File: src/rtl/cpu_pkg.sv
// Shared opcode/funct encodings, FSM state and ALU control types for mc_cpu_core.
// Latency: n/a (types, constants and pure decode helpers only).
// Backpressure: n/a. CPU_MUL_EN adds the R-type mul funct to the legal set.
package cpu_pkg;

    localparam logic [5:0] OP_RTYPE = 6'h00;
    localparam logic [5:0] OP_ADDI  = 6'h08;
    localparam logic [5:0] OP_LW    = 6'h23;
    localparam logic [5:0] OP_SW    = 6'h2B;
    localparam logic [5:0] OP_BEQ   = 6'h04;

    localparam logic [5:0] FN_ADD = 6'h20;
    localparam logic [5:0] FN_SUB = 6'h22;
    localparam logic [5:0] FN_AND = 6'h24;
    localparam logic [5:0] FN_OR  = 6'h25;
    localparam logic [5:0] FN_MUL = 6'h18;

    typedef enum logic [2:0] {
        ST_IDLE,
        ST_FETCH,
        ST_DECODE,
        ST_EXEC,
        ST_MEM,
        ST_WB,
        ST_HALT
    } state_t;

    typedef enum logic [2:0] {
        ALU_ADD,
        ALU_SUB,
        ALU_AND,
        ALU_OR,
        ALU_MUL
    } alu_ctrl_t;

    // True when an R-type funct field names an implemented operation.
    function automatic logic funct_legal(input logic [5:0] f);
        logic ok;
        ok = 1'b0;
        case (f)
            FN_ADD, FN_SUB, FN_AND, FN_OR: ok = 1'b1;
`ifdef CPU_MUL_EN
            FN_MUL: ok = 1'b1;
`endif
            default: ok = 1'b0;
        endcase
        return ok;
    endfunction

    // Map an R-type funct field to the ALU operation; illegal functs never reach EXEC.
    function automatic alu_ctrl_t funct_alu(input logic [5:0] f);
        alu_ctrl_t c;
        c = ALU_ADD;
        case (f)
            FN_SUB: c = ALU_SUB;
            FN_AND: c = ALU_AND;
            FN_OR:  c = ALU_OR;
`ifdef CPU_MUL_EN
            FN_MUL: c = ALU_MUL;
`endif
            default: c = ALU_ADD;
        endcase
        return c;
    endfunction

endpackage

File: src/rtl/mc_alu.sv
// Combinational integer ALU: add/sub/and/or, plus mul when CPU_MUL_EN is defined.
// Latency: 0 cycles (purely combinational), results wrap modulo 2^XLEN.
// Backpressure: none.
module mc_alu
    import cpu_pkg::*;
#(
    parameter int XLEN = 32
) (
    input  alu_ctrl_t        ctrl,
    input  logic [XLEN-1:0]  a,
    input  logic [XLEN-1:0]  b,
    output logic [XLEN-1:0]  y
);

    // Select the operation; mul keeps only the low XLEN bits of the product.
    always_comb begin
        y = a + b;
        case (ctrl)
            ALU_SUB: y = a - b;
            ALU_AND: y = a & b;
            ALU_OR:  y = a | b;
`ifdef CPU_MUL_EN
            ALU_MUL: y = a * b;
`endif
            default: y = a + b;
        endcase
    end

endmodule

File: src/rtl/mc_cpu_core.sv
// Multi-cycle CPU core (FETCH/DECODE/EXEC/MEM/WB); CPU_MUL_EN enables R-type mul.
// Latency with zero-wait acks: R-type/addi 4, beq 3, sw 4, lw 5 cycles.
// Backpressure: FETCH and MEM hold their request stable until the matching ack.
module mc_cpu_core
    import cpu_pkg::*;
#(
    parameter int              XLEN     = 32,
    parameter int              NREG     = 32,
    parameter logic [XLEN-1:0] RESET_PC = '0
) (
    input  logic             clk_i,
    input  logic             rst_i,
    input  logic             start_i,
    output logic             imem_req_o,
    output logic [XLEN-1:0]  imem_addr_o,
    input  logic             imem_ack_i,
    input  logic [31:0]      imem_data_i,
    output logic             dmem_req_o,
    output logic             dmem_we_o,
    output logic [XLEN-1:0]  dmem_addr_o,
    output logic [XLEN-1:0]  dmem_wdata_o,
    input  logic             dmem_ack_i,
    input  logic [XLEN-1:0]  dmem_rdata_i,
    output logic             halt_o,
    output logic [XLEN-1:0]  pc_o
);

    localparam int RW = $clog2(NREG);

    state_t          state_q, state_d;
    logic [XLEN-1:0] pc_q;
    logic [31:0]     ir_q;
    logic [XLEN-1:0] a_q, b_q, imm_q, res_q;
    alu_ctrl_t       ctrl_q;
    logic [RW-1:0]   wb_idx_q;
    logic [XLEN-1:0] regs [NREG];

    // Instruction fields; register indices are truncated to the register-file width.
    logic [5:0]      op, funct;
    logic [RW-1:0]   rs_idx, rt_idx, rd_idx;
    logic [XLEN-1:0] imm_ext, rs_val, rt_val, alu_b, alu_y, pc_plus4, br_target;
    logic            legal;

    assign op        = ir_q[31:26];
    assign funct     = ir_q[5:0];
    assign rs_idx    = ir_q[21 +: RW];
    assign rt_idx    = ir_q[16 +: RW];
    assign rd_idx    = ir_q[11 +: RW];
    assign imm_ext   = {{(XLEN-16){ir_q[15]}}, ir_q[15:0]};
    assign rs_val    = (rs_idx == '0) ? '0 : regs[rs_idx];
    assign rt_val    = (rt_idx == '0) ? '0 : regs[rt_idx];
    assign pc_plus4  = pc_q + XLEN'(4);
    assign br_target = pc_plus4 + (imm_q << 2);
    assign alu_b     = (op == OP_RTYPE) ? b_q : imm_q;

    assign imem_addr_o = pc_q;
    assign pc_o        = pc_q;

    // Instruction legality, evaluated on the latched word during DECODE.
    always_comb begin
        legal = 1'b0;
        case (op)
            OP_RTYPE: legal = funct_legal(funct);
            OP_ADDI, OP_LW, OP_SW, OP_BEQ: legal = 1'b1;
            default: legal = 1'b0;
        endcase
    end

    mc_alu #(.XLEN(XLEN)) u_alu (
        .ctrl (ctrl_q),
        .a    (a_q),
        .b    (alu_b),
        .y    (alu_y)
    );

    // State register; reset returns to IDLE so any in-flight request drops at once.
    always_ff @(posedge clk_i or negedge rst_i) begin
        if (!rst_i) state_q <= ST_IDLE;
        else        state_q <= state_d;
    end

    // Next state and bus outputs; outputs derive only from registered state.
    always_comb begin
        state_d      = state_q;
        imem_req_o   = 1'b0;
        dmem_req_o   = 1'b0;
        dmem_we_o    = 1'b0;
        dmem_addr_o  = '0;
        dmem_wdata_o = '0;
        halt_o       = 1'b0;
        case (state_q)
            ST_IDLE:   if (start_i) state_d = ST_FETCH;
            ST_FETCH: begin
                imem_req_o = 1'b1;
                if (imem_ack_i) state_d = ST_DECODE;
            end
            ST_DECODE: state_d = legal ? ST_EXEC : ST_HALT;
            ST_EXEC: begin
                case (op)
                    OP_RTYPE, OP_ADDI: state_d = ST_WB;
                    OP_LW, OP_SW:      state_d = ST_MEM;
                    OP_BEQ:            state_d = ST_FETCH;
                    default:           state_d = ST_HALT;
                endcase
            end
            ST_MEM: begin
                dmem_req_o   = 1'b1;
                dmem_addr_o  = res_q;
                dmem_we_o    = (op == OP_SW);
                dmem_wdata_o = (op == OP_SW) ? b_q : '0;
                if (dmem_ack_i) state_d = (op == OP_SW) ? ST_FETCH : ST_WB;
            end
            ST_WB:   state_d = ST_FETCH;
            ST_HALT: halt_o = 1'b1;
            default: state_d = ST_IDLE;
        endcase
    end

    // Datapath: latch instruction, operands, ALU/load result and advance the PC.
    always_ff @(posedge clk_i or negedge rst_i) begin
        if (!rst_i) begin
            pc_q     <= RESET_PC;
            ir_q     <= '0;
            a_q      <= '0;
            b_q      <= '0;
            imm_q    <= '0;
            res_q    <= '0;
            ctrl_q   <= ALU_ADD;
            wb_idx_q <= '0;
        end else begin
            case (state_q)
                ST_FETCH: if (imem_ack_i) ir_q <= imem_data_i;
                ST_DECODE: begin
                    a_q      <= rs_val;
                    b_q      <= rt_val;
                    imm_q    <= imm_ext;
                    ctrl_q   <= (op == OP_RTYPE) ? funct_alu(funct) : ALU_ADD;
                    wb_idx_q <= (op == OP_RTYPE) ? rd_idx : rt_idx;
                end
                ST_EXEC: begin
                    res_q <= alu_y;
                    if (op == OP_BEQ) pc_q <= (a_q == b_q) ? br_target : pc_plus4;
                end
                ST_MEM: begin
                    if (dmem_ack_i) begin
                        if (op == OP_SW) pc_q  <= pc_plus4;
                        else             res_q <= dmem_rdata_i;
                    end
                end
                ST_WB:   pc_q <= pc_plus4;
                default: ;
            endcase
        end
    end

    // Register file; register 0 is never written so it always reads zero.
    always_ff @(posedge clk_i or negedge rst_i) begin
        if (!rst_i) begin
            for (int i = 0; i < NREG; i++) regs[i] <= '0;
        end else if (state_q == ST_WB && wb_idx_q != '0) begin
            regs[wb_idx_q] <= res_q;
        end
    end

endmodule

File: config.mk
export PLATFORM = sky130hd
export DESIGN_NAME = mc_cpu_core
export DESIGN_NICKNAME = d
export VERILOG_FILES = /design/src/rtl/cpu_pkg.sv /design/src/rtl/mc_alu.sv /design/src/rtl/mc_cpu_core.sv
export SDC_FILE = /design/constraint.sdc
export NUM_CORES = 2
export LEC_CHECK = 0
export CORE_MARGIN = 8
export CORE_UTILIZATION = 41
export DETAILED_ROUTE_END_ITERATION = 6
export GPL_ROUTABILITY_DRIVEN = 1
export REMOVE_ABC_BUFFERS = 1
export SETUP_SLACK_MARGIN = 0.15
export SLEW_MARGIN = 20
export SYNTH_ARGS = -nofsm -noshare
export SYNTH_HDL_FRONTEND = slang
export SYNTH_HIERARCHICAL = 1
export SYNTH_SLANG_ARGS = --single-unit
File: constraint.sdc
create_clock -name clk_i -period 5 [get_ports clk_i]
set_input_delay 0.5 -clock clk_i [delete_from_list [all_inputs] [get_ports clk_i]]
set_output_delay 0.5 -clock clk_i [all_outputs]
set_load 0.1 [all_outputs]
Yosys cells after proc, flatten, opt, wreduce, memory -nomap -nowiden --
Cells that the tools add are included.
Word-level totals: register bits after elaboration 1211, bits in latches 0, bits in writable memories 0, bits in read-only memories 0, bits of input ports 69, output and inout port bits 132, logic and storage cells 136, memories 0
Cells by class: add/subtract/negate cells 4, multiply operators 0, divide/modulo/power cells 0, magnitude comparators 4, equal/unequal tests 24, shifts and indexed selects 0, multiplexer cells 40, bitwise logic cells 6, reduce and logical (&&, ||, !) cells 17
Operators with widths (count):
- 1024-bit bitwise mux | 1
- 32-bit two-way mux | 17
- 32-bit binary-select mux with 5-bit select | 2
- 32-bit case mux with 3 select lines | 2
- 32-bit demux with 5-bit select | 1
- 32-bit adder | 2
- 32-bit case mux with 2 select lines | 1
- 6-bit == test, second input constant | 6
- 32-bit by 3-bit adder with 32-bit output, second input constant | 1
- 32-bit AND | 1
- 32-bit == test | 1
- 32-bit bitwise OR | 1
- 32-bit subtractor | 1
- 3-bit case mux with 7 select lines | 1
- 6-bit greater-or-equal comparator, second input constant | 3
- 3-bit two-way mux | 6
- 5-bit inverter with 6-bit output | 3
- 3-bit by 2-bit == test with 1-bit output, second input constant | 4
- 2-bit inequality test, second input constant | 6
- 5-bit logical NOT | 2
- 3-bit == test, second input constant | 3
- 3-bit case mux with 3 select lines | 1
- 4-bit AND reduction | 2
- 4-bit OR reduction | 2
- 18 further kinds | 25

Logic depth before layout (Yosys ltp) --
depth after elaboration 6, gate-level depth with buffers 24, gate-level depth less buffers 23

By module --
The synthesis kept the hierarchy.
Modules (own cells, without submodules):
- mc_cpu_core | instances 1, cells each 4873, area each 65331.4 um^2, sequential area each 30229.0 um^2
- mc_alu | instances 1, cells each 430, area each 2906.5 um^2, sequential area each 0.0 um^2

Least setup slack after synthesis --
Ideal clock, no wire load.
path type register to register, start reg ir_q[27], end reg res_q[30], arrival time 5124 ps, data required time 4863 ps, setup slack -261 ps, cell stages (with the launch flop) 23, cells stage by stage dfrtp_1 -> nor3_1 -> nand2_1 -> nor2_1 -> buf_1 -> mux2_2 -> or4_4 -> nor3_4 -> nor4b_4 -> and2_4 -> nand2_1 -> o41ai_1 -> xor2_1 -> ha_1 -> a21o_1 -> a21o_1 -> nand2_1 -> o21ai_0 -> a311oi_1 -> a211oi_1 -> a311o_1 -> mux2i_1 -> a21oi_1
Between the ends: cells in the longest elaborated chain, start to end 5, elaborated cells on any way between the ends 11, classes of those cells 2 x add/sub; 2 x eq/ne; 3 x mux; 2 x bitwise; 2 x reduce/logical
RTL lines:
- from (decl) | RTL line mc_cpu_core.sv:32 | logic [31:0] ir_q;
- from (signal assigned) | RTL line mc_cpu_core.sv:132 | ST_FETCH: if (imem_ack_i) ir_q <= imem_data_i;
- 6-bit logical NOT (*) | RTL line mc_cpu_core.sv:54 | assign alu_b = (op == OP_RTYPE) ? b_q : imm_q;
- 32-bit two-way mux (*) | RTL line mc_cpu_core.sv:54
- net alu_b[4] | RTL line mc_cpu_core.sv:41 | logic [XLEN-1:0] imm_ext, rs_val, rt_val, alu_b, alu_y, pc_plus4, br_target;
- 32-bit adder or 32-bit subtractor (tied branches) | RTL line mc_alu.sv:25, mc_alu.sv:19
- 32-bit case mux with 3 select lines (*) | RTL line mc_alu.sv:18 | case (ctrl)
- net alu_y[30] | RTL line mc_cpu_core.sv:41
- 32-bit case mux with 2 select lines (*) | RTL line mc_cpu_core.sv:131 | case (state_q)
- to (signal assigned) | RTL line mc_cpu_core.sv:141 | res_q <= alu_y;
- to (signal assigned) | RTL line mc_cpu_core.sv:147 | else res_q <= dmem_rdata_i;
- to (decl) | RTL line mc_cpu_core.sv:33 | logic [XLEN-1:0] a_q, b_q, imm_q, res_q;
Mark *: on every way through the listed nets, which the timed path passes. The rest lies on a longest branch. A chain may end at the register's enable or synchronous reset.

Worst setup path after layout --
start reg ir_q[31], end reg res_q[28]
Same word-level chain as after synthesis.

==> results.json <==
{
  "path_delay_family": "simple AND/OR/NAND/NOR gates",
  "ys_warn_count": 6,
  "antenna_found_initial": 6,
  "clock_sinks": 1208,
  "drt-total-wl_um": 231000,
  "cp_max_fo": 5,
  "seq_area_um2": 30300,
  "syn_inst": 5303,
  "die_w_um": 424,
  "clock_latency_ns": 0.81,
  "synth_compound_area_share_pct": 6.77,
  "cts.htree.levels": 4,
  "synth_area_um2": 68200,
  "grt_pass1_wl_um": 338000,
  "synth_ff_type": "dfrtp_1",
  "avgSynthCellArea_um2": 12.9,
  "setup_violations": 8,
  "rsz0062_at_grt": "true",
  "p_comb_share_pct": 48.9,
  "p_seq_share_pct": 31.2,
  "p_total_uw": 52200,
  "drc": 0,
  "mostFrequentLayoutCells": "1194 x dfrtp_1, 1100 x mux2_2, 451 x mux4_2",
  "skew_ns": 0.0301,
  "synth_xor_area_share_pct": 1.73,
  "slowest_stage": "or4_4",
  "hold_path.class": "in -> reg",
  "violations": "setup timing",
  "cellLeakagePower_uw": 0.0354,
  "crit_start": "ir_q[31]",
  "firstDrtPassIters": 5,
  "critPathBufInv": 3,
  "clockRootBuffer": "clkbuf_16",
  "dr_total_vias": 47887,
  "endpoint": "res_q[28]",
  "areaGrowthSynthToFinish_pct": 15.3,
  "stdcell_area_um2": 78700,
  "power.net_switching_uw": 22600,
  "num_rows": 149,
  "gr-total-overflow": 0,
  "finalHoldViolCount": 0,
  "cpPeakStageDelay_ns": 0.51,
  "synth.distinct_cells": 82,
  "required_ns": 5.71,
  "crit_path_end_kind": "flop",
  "track_usage_pct": 25.2,
  "setup_ws_ns": -0.199,
  "dp_slack_ns": -0.418,
  "arrival_ns": 5.91,
  "nNetsFinal": 5549,
  "clkTransAtPathRegs_ns": 0.06,
  "synth_top_family_by_area": "multiplexers",
  "wl_per_cell_um": 30.0,
  "r2r_end": "res_q[28]",
  "ys_seq_area_share_pct": 44.3,
  "multiInputGateArea_um2": 36400,
  "maxCapViolCount": 0,
  "io_buffers": 196,
  "fillers": 14703,
  "grt_max_degree": 133,
  "cts_buffer_depth": 3,
  "synthAdderAreaFrac_pct": 1.79,
  "clockPowerShare_pct": 19.9,
  "reg2reg_depth": 22,
  "design.die.area_um2": 180000,
  "reg2reg_from": "ir_q[31]",
  "finalSetupTns_ns": -0.663,
  "report.final.slew_viol_count": 0,
  "ir_worst_vdd_mv": 0.518,
  "place_congestion": 0.920,
  "max_freq_mhz": 192,
  "grt_pass1_vias": 47905,
  "final_common_cell": "dfrtp_1",
  "cp.depth": 22,
  "synthSimpleGateAreaFrac_pct": 4.93,
  "dp_hpwl_um": 142000,
  "cts_tree": "yes",
  "ys_ff_latch": 1208,
  "fp.dieH_um": 424,
  "ff2ff_setup_slack_ns": -0.20,
  "muxShareOfSynthArea_pct": 37.0,
  "critPathKind": "reg -> reg",
  "hp-start": "imem_data_i[25]",
  "startpoint_type": "flop",
  "power.internal_uw": 29600,
  "synth-edff-count": 0,
  "worstPathCellList": "nor3_2 > nand2_2 > nor2_4 > mux2_2 > or4_4 > nor3_4 > nor4b_4 > buf_4 > buf_4 > a31oi_2 > xnor2_1 > ha_1 > a21o_1 > a21oi_2 > o31a_1 > buf_4 > o31ai_4 > a21oi_1 > or4_1 > nand3_1 > mux2i_1 > a21oi_1",
  "async_reset_ff_share_pct": 100,
  "routed_via_density": 6.21,
  "layout_min_cycle_time_ns": 5.20,
  "finalCritPeriodShare_pct": 104,
  "drtIter0Drc": 4295,
  "tightest_slew_ns": 1.26,
  "numCtsBuffers": 139,
  "outcome": "finished, violations left",
  "ioPinCount": 201,
  "drive_gt1_share_pct": 41.2,
  "core-area_um2": 165000,
  "timing.critical_path.mode_cell": "buf_4",
  "dpl_cell_area_um2": 73400,
  "sw_frac_of_total_pct": 43.3,
  "ant_nets": 0,
  "slew_headroom_pct": 15.4,
  "power.density_nw_per_um2": 663,
  "initial_core_util_pct": 41.3
}
final cells by class:
| type | instances | share of cell area, % |
|---|---|---|
| flip-flops and latches | 1208 | 38.5 |
| clock inverters | 45 | 0.789 |
| well taps | 2189 | 3.48 |
| inverters | 27 | 0.129 |
| multi-input cells | 3544 | 46.3 |
| diodes | 1 | 0.00318 |
| repair buffers | 487 | 5.67 |
| clock buffers | 205 | 5.16 |
routing by layer:
layer	part of all wire (%)	wire, um	up-vias	track usage [%]
li1	-	-	20136	-
met1	42	97300	25416	34.4
met2	46	107000	1846	39.5
met3	6.5	15100	489	3.97
met4	5.2	12000	0	11.6
met5	0	0	-	0
worst reg2reg max path: stages (launching register included):
cell and delay [ns]:
dfrtp_1 0.38, nor3_2 0.26, nand2_2 0.12, nor2_4 0.20, mux2_2 0.39, or4_4 0.51, nor3_4 0.16, nor4b_4 0.36
buf_4 0.18, buf_4 0.10, a31oi_2 0.10, xnor2_1 0.15, ha_1 0.32, a21o_1 0.15, a21oi_2 0.04, o31a_1 0.30
buf_4 0.17, o31ai_4 0.28, a21oi_1 0.13, or4_1 0.48, nand3_1 0.10, mux2i_1 0.06, a21oi_1 0.15
sequential cells by signal, indices dropped and copies added, names as in the netlist:
| signal | flops |
|---|---|
| state_q | 3 |
| wb_idx_q | 5 |
| res_q | 32 |
| ctrl_q | 2 |
| regs | 1024 |
| b_q | 32 |
| ir_q | 32 |
| imem_addr_o | 30 |
| imm_q | 16 |
| a_q | 32 |
Yosys cell counts (58+ instances only):
| master | number | area [um^2] |
|---|---|---|
| dfrtp_1 | 1208 | 30200 |
| mux2_2 | 1103 | 12400 |
| mux4_2 | 451 | 10200 |
| clkbuf_1 | 338 | 1270 |
| a21oi_1 | 307 | 1540 |
| mux2i_1 | 269 | 2690 |
| nand2_1 | 227 | 852 |
| o21ai_0 | 202 | 1010 |
| nor2_1 | 175 | 657 |
| buf_2 | 99 | 495 |
| xnor2_1 | 94 | 823 |
| ha_1 | 71 | 888 |
| and2_1 | 70 | 438 |
| o22ai_1 | 70 | 438 |
| o221ai_1 | 65 | 569 |
| nor3_1 | 64 | 320 |
| buf_1 | 58 | 218 |
power by group through the flow:
stage	registers, uW	logic, uW	clock network, uW
final	16300	25500	10400
after global routing	16600	27000	11000
after global placement	16200	24700	0
after floorplan	17500	14000	0
after CTS	16200	25000	10600
after detailed placement	16300	24900	0
through the flow:
stage	instances	hold slack, ns	utilization, %
floorplan	4779	0.204	-
global placement	7430	0.381	44.4
detailed placement	7430	0.384	44.4
CTS	7685	0.243	47.3
global route	7705	0.276	47.6
finish	7706	0.305	47.6
how the worst min path moves through the flow:
| stage | slack, ns | to | cells after the start |
|---|---|---|---|
| 3_5_place_dp | 0.38 | regs[996] | 0 |
| 2_1_floorplan | 0.20 | a_q[0] | 0 |
| 3_3_place_gp | 0.38 | regs[1017] | 0 |
| 5_1_grt | 0.28 | ir_q[25] | 2 |
| 6_report | 0.31 | ir_q[25] | 2 |
| 4_1_cts | 0.24 | ir_q[25] | 2 |
cells by family after synthesis:
kind of cell / count (synthesis)
and+or+nand+nor: 705
muxes: 1823
xor gates and xnor gates: 134
other: 1
AOI/OAI and AO/OA: 772
buffers and inverters: 558
DFF: 1208
adders and majority gates: 102
repair_timing:
| item | CTS | global route |
|---|---|---|
| endpoints found under the setup margin | 20 | 22 |
| buffers inserted | 4 | 20 |
| gates resized for setup | 20 | 93 |
| hold buffers | 1 | 0 |
| endpoints found under the hold margin | 100 | 0 |
| pin swaps | 9 | 52 |
(Power assumes the default switching activity.)
